`src/rtl/tft_frame_capture.sv`:
```
// tft_frame_capture
//   Receive side of a parallel RGB TFT interface. The external pixel clock,
//   DE and colour bus are oversampled in the fabric clock domain. Each active
//   pixel is written as RGB332 into one of two 64 KiB frame RAM banks, split
//   on bit 16 of the linear pixel address.
//
//   Optional feature macro: TFT_CAP_PIXCNT_EN adds the pix_count output.
//
// Ports
//   clk, rst_n          fabric clock, asynchronous active-low reset
//   capture_en          arms single-shot capture / keeps continuous capture
//   continuous          capture every frame (latched when leaving IDLE)
//   pix_clk_in, de_in   external pixel clock and data enable (asynchronous)
//   r_in, g_in, b_in    external 8-bit colour components (asynchronous)
//   ram1_*              bank 1 write port (linear address bit16 == 0)
//   ram2_*              bank 2 write port (linear address bit16 == 1)
//   busy                high while waiting for vblank or capturing
//   frame_done          one-clock pulse when a captured frame completes
//   err                 sticky out-of-range DE pixel / line indication
//   pix_count           (TFT_CAP_PIXCNT_EN) pixels written in last frame
module tft_frame_capture #(
  parameter int unsigned H_ACTIVE   = 480,
  parameter int unsigned V_ACTIVE   = 272,
  parameter int unsigned VBLANK_MIN = 1024
) (
  input  logic        clk,
  input  logic        rst_n,
  input  logic        capture_en,
  input  logic        continuous,
  input  logic        pix_clk_in,
  input  logic        de_in,
  input  logic [7:0]  r_in,
  input  logic [7:0]  g_in,
  input  logic [7:0]  b_in,
  output logic [15:0] ram1_address,
  output logic        ram1_write,
  output logic [7:0]  ram1_writedata,
  output logic [15:0] ram2_address,
  output logic        ram2_write,
  output logic [7:0]  ram2_writedata,
  output logic        busy,
  output logic        frame_done,
  output logic        err
`ifdef TFT_CAP_PIXCNT_EN
  ,
  output logic [16:0] pix_count
`endif
);

  localparam logic [8:0]  H_LIM   = 9'(H_ACTIVE);
  localparam logic [8:0]  V_LIM   = 9'(V_ACTIVE);
  localparam logic [10:0] VB_LIM  = 11'(VBLANK_MIN);
  localparam logic [10:0] VB_LAST = 11'(VBLANK_MIN - 1);

  typedef enum logic [1:0] {IDLE, WAIT_VB, CAPTURE, DONE} state_t;

  state_t      state;
  logic        cont_q;
  logic [16:0] frame_pixels;

  // Only the colour bits that survive RGB332 packing are synchronised.
  logic       pclk_s1, pclk_s2, pclk_prev;
  logic [8:0] bus_s1, bus_s2;
  logic       unused_bits;

  logic [8:0]  x, y;
  logic [10:0] blank;
  logic        last_de;

  logic        de_s;
  logic [7:0]  pix_byte;
  logic        pix_event, in_range, pixel_wr, vblank_evt, oob;
  logic [16:0] lin;

  assign unused_bits = ^{r_in[4:0], g_in[5:0], b_in[4:0]};

  assign de_s       = bus_s2[8];
  assign pix_byte   = bus_s2[7:0];
  assign pix_event  = pclk_s2 & ~pclk_prev;
  assign in_range   = (x < H_LIM) && (y < V_LIM);
  assign pixel_wr   = pix_event & de_s & in_range & (state == CAPTURE);
  assign oob        = pix_event & de_s & ~in_range;
  // vblank fires once, on the DE-low event that takes the count to the limit.
  assign vblank_evt = pix_event & ~de_s & (blank == VB_LAST);
  assign lin        = 17'(y) * 17'(H_ACTIVE) + 17'(x);

  // Two-flop synchronisers; the extra pclk flop gives the rising-edge detect.
  always_ff @(posedge clk or negedge rst_n) begin
    if (!rst_n) begin
      pclk_s1   <= 1'b0;
      pclk_s2   <= 1'b0;
      pclk_prev <= 1'b0;
      bus_s1    <= '0;
      bus_s2    <= '0;
    end else begin
      pclk_s1   <= pix_clk_in;
      pclk_s2   <= pclk_s1;
      pclk_prev <= pclk_s2;
      bus_s1    <= {de_in, r_in[7:5], g_in[7:6], b_in[7:5]};
      bus_s2    <= bus_s1;
    end
  end

  // Raster position tracking runs regardless of capture state.
  always_ff @(posedge clk or negedge rst_n) begin
    if (!rst_n) begin
      x       <= '0;
      y       <= '0;
      blank   <= '0;
      last_de <= 1'b0;
    end else if (pix_event) begin
      if (de_s) begin
        x     <= x + 9'd1;
        blank <= '0;
      end else begin
        if (last_de) begin
          x <= '0;
          y <= y + 9'd1;
        end
        if (vblank_evt) begin
          x <= '0;
          y <= '0;
        end
        if (blank != VB_LIM) blank <= blank + 11'd1;
      end
      last_de <= de_s;
    end
  end

  // Bank write ports: strobe, address and data live for exactly one clock.
  always_ff @(posedge clk or negedge rst_n) begin
    if (!rst_n) begin
      ram1_address   <= '0;
      ram1_write     <= 1'b0;
      ram1_writedata <= '0;
      ram2_address   <= '0;
      ram2_write     <= 1'b0;
      ram2_writedata <= '0;
    end else begin
      ram1_address   <= '0;
      ram1_write     <= 1'b0;
      ram1_writedata <= '0;
      ram2_address   <= '0;
      ram2_write     <= 1'b0;
      ram2_writedata <= '0;
      if (pixel_wr) begin
        if (lin[16]) begin
          ram2_address   <= lin[15:0];
          ram2_write     <= 1'b1;
          ram2_writedata <= pix_byte;
        end else begin
          ram1_address   <= lin[15:0];
          ram1_write     <= 1'b1;
          ram1_writedata <= pix_byte;
        end
      end
    end
  end

  // Capture sequencing. A frame only counts as done if it wrote a pixel;
  // dropping capture_en mid-frame lets the current frame finish.
  always_ff @(posedge clk or negedge rst_n) begin
    if (!rst_n) begin
      state        <= IDLE;
      cont_q       <= 1'b0;
      busy         <= 1'b0;
      frame_done   <= 1'b0;
      err          <= 1'b0;
      frame_pixels <= '0;
`ifdef TFT_CAP_PIXCNT_EN
      pix_count    <= '0;
`endif
    end else begin
      frame_done <= 1'b0;
      case (state)
        IDLE: begin
          if (capture_en) begin
            state  <= WAIT_VB;
            busy   <= 1'b1;
            cont_q <= continuous;
          end
        end
        WAIT_VB: begin
          if (!capture_en) begin
            state <= IDLE;
            busy  <= 1'b0;
          end else if (vblank_evt) begin
            state        <= CAPTURE;
            frame_pixels <= '0;
          end
        end
        CAPTURE: begin
          if (pixel_wr) frame_pixels <= frame_pixels + 17'd1;
          if (vblank_evt) begin
            if (frame_pixels != '0) begin
              frame_done   <= 1'b1;
              frame_pixels <= '0;
`ifdef TFT_CAP_PIXCNT_EN
              pix_count    <= frame_pixels;
`endif
              if (!(cont_q && capture_en)) begin
                state <= DONE;
                busy  <= 1'b0;
              end
            end else if (!capture_en) begin
              state <= DONE;
              busy  <= 1'b0;
            end
          end
        end
        DONE: begin
          if (!capture_en) state <= IDLE;
        end
        default: begin
          state <= IDLE;
          busy  <= 1'b0;
        end
      endcase
      // Re-arming clears the sticky error; otherwise any out-of-range DE sets it.
      if (state == IDLE && capture_en) err <= 1'b0;
      else if (oob) err <= 1'b1;
    end
  end

endmodule

```
`config.mk`:
```
export PLATFORM = sky130hd
export DESIGN_NAME = tft_frame_capture
export DESIGN_NICKNAME = d
export VERILOG_FILES = /design/src/rtl/tft_frame_capture.sv
export SDC_FILE = /design/constraint.sdc
export NUM_CORES = 1
export LEC_CHECK = 0
export CORE_MARGIN = 2
export CORE_UTILIZATION = 60
export DETAILED_ROUTE_END_ITERATION = 12
export DONT_BUFFER_PORTS = 1
export PLACE_DENSITY_LB_ADDON = 0.15
export SKIP_LAST_GASP = 1
export SLEW_MARGIN = 20
export SYNTH_ARGS = -nofsm -noshare
export SYNTH_HDL_FRONTEND = slang
export SYNTH_SLANG_ARGS = --single-unit
```
`constraint.sdc`:
```
create_clock -name clk -period 7.35 [get_ports clk]
set_clock_uncertainty 0.2 [all_clocks]
set_input_delay 1.47 -clock clk [delete_from_list [all_inputs] [get_ports clk]]
set_output_delay 1.47 -clock clk [all_outputs]
set_load 0.02 [all_outputs]
```
# After elaboration in Yosys (flattened, before gate mapping)
# Cells that the tools add are included.
# Widths: inputs -> output; s select.
dict set report word_totals {
  word_cells 115
  rom_bits 0
  ff_bits 124
  input_bits 30
  ram_bits 0
  latchBits 0
  n_memories 0
}
dict set report classes {
  bitwise 10
  n_div 0
  addsub 5
  mul 1
  n_eq_ne 13
  order_cmp 2
  shift 0
  n_mux 45
  reduce_logical 18
}
# cell count
set ops {}
lappend ops {{$mux 17} 5}
lappend ops {{$mux 16} 4}
lappend ops {{$mux 9} 5}
lappend ops {{$pmux 17 s2} 1}
lappend ops {{$mux 8} 4}
lappend ops {{$mux 11} 2}
lappend ops {{$add 9x1->9 const B} 2}
lappend ops {{$lt 9x9->1 const B} 2}
lappend ops {{$add 17x1->17 const B} 1}
lappend ops {{$add 17x9->17} 1}
lappend ops {{$reduce_bool 17->1} 1}
lappend ops {{$mux 2} 8}
lappend ops {{$mux 1} 14}
lappend ops {{$mul 9x4->12 const B} 1}
lappend ops {{$add 11x1->11 const B} 1}
lappend ops {{$eq 11x10->1 const B} 1}
lappend ops {{$ne 11x11->1 const B} 1}
lappend ops {{$ne 2x2->1 const B} 5}
lappend ops {{$pmux 2 s4} 1}
lappend ops {{$reduce_bool 2->1} 4}
lappend ops {{$and 1x1->1} 7}
lappend ops {{$ne 3x3->1 const B} 2}
lappend ops {{$reduce_and 2->1} 3}
lappend ops {{$reduce_and 3->1} 2}
lappend ops {{other kinds (10)} 16}

# Depth between registers and ports, before layout
dict set report depth {
  ltp_word 9
  ltp_mapped 14
  mapped_depth_nobuf 13
}

# Worst setup path after synthesis
# Ideal clock, no wire load.
dict set report synth_path {
  path_kind {reg2reg}
  from {register y[0]}
  to {register ram2_write}
  stages_incl_launch_ff 15
  synth_period_minus_slack_ns 3.874
  path_slack_ns 3.476
  setup_ns 0.132
  t_required_ns 7.018
  arrival_time_ns 3.542
  path_cell_list {dfrtp_1 -> fa_1 -> fa_1 -> inv_1 -> fa_1 -> inv_1 -> ha_1 -> nand2_1 -> o21ai_0 -> nand2_1 -> and3b_1 -> nand4_4 -> xnor2_4 -> buf_4 -> nor2_1}
}
dict set report synth_between {
  elab_chain_cells 5
}
# item line
set synth_lines {}
lappend synth_lines {{from (decl)} 66} ;# logic [8:0] x, y;
lappend synth_lines {{from (signal assigned)} 118} ;# y <= y + 9'd1;
lappend synth_lines {{parallel branches: the longest is 4 deep, another holds $add 17x9->17} -}
lappend synth_lines {{$mux 1 (*)} 146} ;# if (pixel_wr) begin
lappend synth_lines {{to (signal assigned)} 137} ;# ram2_write <= 1'b0;
lappend synth_lines {{to (signal assigned)} 144} ;# ram2_write <= 1'b0;
lappend synth_lines {{to (signal assigned)} 149} ;# ram2_write <= 1'b1;
lappend synth_lines {{to (decl)} 39} ;# output logic ram2_write,
# Every way passes the cells marked *.
# A chain may end at the register's enable or synchronous reset.

# Final worst setup path
dict set report layout_path {
  from {register y[0]}
  to {register ram2_writedata[7]}
}
dict set report layout_between {
  elab_chain_cells 5
}
# item line
set layout_lines {}
lappend layout_lines {{parallel branches: the longest is 4 deep, another holds $add 17x9->17} -}
lappend layout_lines {{$mux 8 (*)} 146}
lappend layout_lines {{to (signal assigned)} 150} ;# ram2_writedata <= pix_byte;
lappend layout_lines {{to (decl)} 40} ;# output logic [7:0] ram2_writedata,
# Marked as above.

==> results.md <==
* Data arrival, critical path at approximately 4.7 ns
* Vias per inst at 5.463
* Die footprint at between 0.01 and 0.015 mm^2
* Final worst path period share at 0.6088
* # port buffers at 0
* Antenna violations before repair at 0
* Row Count at 37
* Max-cap viol count at 0
* Yosys cell types at 60
* Worst Max-Slew Pin Slew at between 0.9 and 1 ns
* Drt drc at 0
* Most common cell in the netlist: dfrtp_1
* Total number of vias at 4092
* FF-to-FF setup slack at 2.88 ns
* Clock sink count at around 120
* Diode count at 0
* RSZ-0062 raised after global routing: false
* Crit end category: flip-flop
* Global Route Usage Sum at 0.2282
* Clock latency on the worst-skew pair at around 0.53 ns
* Top post-synthesis cells by area: dfrtp_1 49%, ha_1 7.5%, nor2_1 5.3%
* Synth Register Bits at roughly 120
* WP data required at 7.52 ns
* P_leak at 3.403 nW
* Fin. max-slew vios at 0
* Routed WL per cell at about 16 um
* Most used DFF post-synth: dfrtp_1
* Setup violators final at 0
* Post-Route WL at around 12000 um
* Simple-gate share of the synthesized area at 0.1932
* Mapped Cells at between 500 and 600
* First-pass GRT wire length at 20090 um
* Mux contribution to synthesized area at 0.006709
* Post-cts resize count at 0
* CTS Hold Buffers Added at 0
* Worst-path fanout max at 25
* Hold wc startpoint: bus_s1[6]
* Layout cells sized above 1 at 0.08646
* Vias in the first global route at 4168
* Final Util at 0.6814
* DIE HEIGHT at 106.8 um
* Yosys Warn Count at 0
* Crit Path Category: reg -> reg
* Fraction of registers with async set/reset at 1.000
* Critical R2R Launch: y[0]
* Postcts setup bufs at 0
* Final GP Congestion at 0.8452
* Rel. slew slack at 0.3469
* Startpoint types: flip-flop
* Largest family of logic cells by synthesized area: simple AND/OR/NAND/NOR gates
* Average size of a mapped cell at 10.62 um^2
* Initial detailed-routing violation count at 260
* Synth Area in XOR/XNOR at 0.07794
* TritonRoute pass-1 iters at 4
* H-tree depth at 4
* Synth-to-layout area growth at 10.44%
* Clk buf depth at 2
* Core area at just over 0.01 mm^2
* Clk slew on worst S/H paths at 0.06 ns
* Grt ovf at 0
* Hold Path Class: reg -> reg
* Pwr Density at a little under 300 mW/mm^2
* Total power draw at slightly above 2 mW
* Final HPWL DP at 7936 um
* Clock Root Buffer: clkbuf_8
* EDFF count, synth at 0
* Outcome: complete, no violations
* Area leader, netlist: dfrtp_1
* Peak Freq at 0.2235 GHz
* Most frequent cells after synthesis: 124 x dfrtp_1, 90 x nor2_1, 51 x nand2_1
* Post-Synth Adder-Cell Area at 0.1255
* Post-route minimum period at about 4.5 ns
* Compound-cell area share of the yosys netlist at 0.06492
* DP Cell Count at between 700 and 800
* Mapped Area at 0.006341 mm^2
* Seq/Total Area, Yosys at 0.4893
* Initial Util at 0.6170
* Mapped Nets at 681
* Ports at 83
* Non-Filler Instances at 749
* Width of the die at about 110 um
* Fin nets at 684
* Post-synth top area share at 0.4893
* Setup TNS at 0 ns
* Largest net degree at the start of global routing at 125
* Crit path launch: y[0]
* VDD IR max at 198.0 uV
* Final ANT Viol Nets at 0
* Fin. Hold Viols at 0
* TritonCTS buffer count at 17
* CTS tree: yes
* # fillers at 762
[final cells by class]
class                           instances  area [um^2]  share of cell area
Tap cell                              136        170.2             0.02430
Multi-Input combinational cell        411         2975              0.4249
Inverter                               46        172.7             0.02466
Clock buffer                           19        441.7             0.06307
Sequential cell                       124         3103              0.4431
Clock inverter                         13        140.1             0.02001
[critical path, stage by stage (launching register included)]
cell and delay [ns]:
dfrtp_1 0.46, fa_1 0.55, fa_1 0.53, inv_1 0.06, fa_1 0.47, inv_1 0.04, ha_1 0.33, nand2_1 0.07
o21ai_0 0.15, nand2_1 0.10, and3b_1 0.34, nand4_4 0.20, xnor2_4 0.67, nor2_1 0.14
[where the power goes]
group	total [mW]	switching, mW	internal (mW)
Sequential	0.784	0.0567	0.727
Combinational	0.472	0.271	0.201
Clock	0.806	0.306	0.501
[sequential cells by signal, indices dropped and copies added (netlist names), 9 cells and up, named ones only]
signal / count
frame_pixels: 17
ram1_address: 16
ram2_address: 16
blank: 11
bus_s1: 9
bus_s2: 9
x: 9
y: 9
[worst paths after layout]
check / to / depth (start not counted)
min reg2reg: bus_s2[6] / 0
max: ram2_writedata[7] / 13
max in group asynchronous: pclk_s1 / 0
max reg2reg: ram2_writedata[7] / 13
min in group asynchronous: blank[7] / 0
min: bus_s2[6] / 0
[cell families after synthesis]
family	count (synthesis)
fa+ha+maj	54
buf+inv	62
flops	124
xor+xnor	50
simple gates	241
compound gates	62
mux	4
[metrics by stage]
stage | setup WS [ns] | instance area (um^2) | hold slack, ns
4_1_cts | 2.831 | 6997 | 0.1495
6_report | 2.875 | 7003 | 0.1452
3_3_place_gp | 2.965 | 6415 | 0.1316
3_5_place_dp | 2.858 | 6415 | 0.1363
5_1_grt | 2.503 | 7003 | 0.1576
2_1_floorplan | 3.476 | 6341 | 0.1312
[metal layers]
layer / vias to the layer above / global-route usage / share of wire
li1: 1982 / - / -
met3: 16 / 0.06261 / 0.040
met4: 0 / 0.09740 / 0.015
met2: 76 / 0.3658 / 0.48
met5: - / 0 / 0
met1: 2018 / 0.2933 / 0.46
[layout by cell type, fill, tap and decap left out, types with 3 or more instances in the layout]
cell type   count
nor3_1         13
nor2b_1         6
a21o_1          3
clkinvlp_4      4
clkbuf_16      16
inv_1          46
nor4_1          4
o21ai_1         3
xnor2_1        22
nor2_1         90
nor4_4          3
nand4_1        15
nand2_1        51
a21oi_1        15
dfrtp_1       124
nor2_2          3
ha_1           38
clkinv_2        3
xor2_1         25
nand2b_1        7
nand3_1        18
clkbuf_8        3
fa_1           16
o21ai_0        20
and3_1         11
Power figures use the tool's default switching activity.
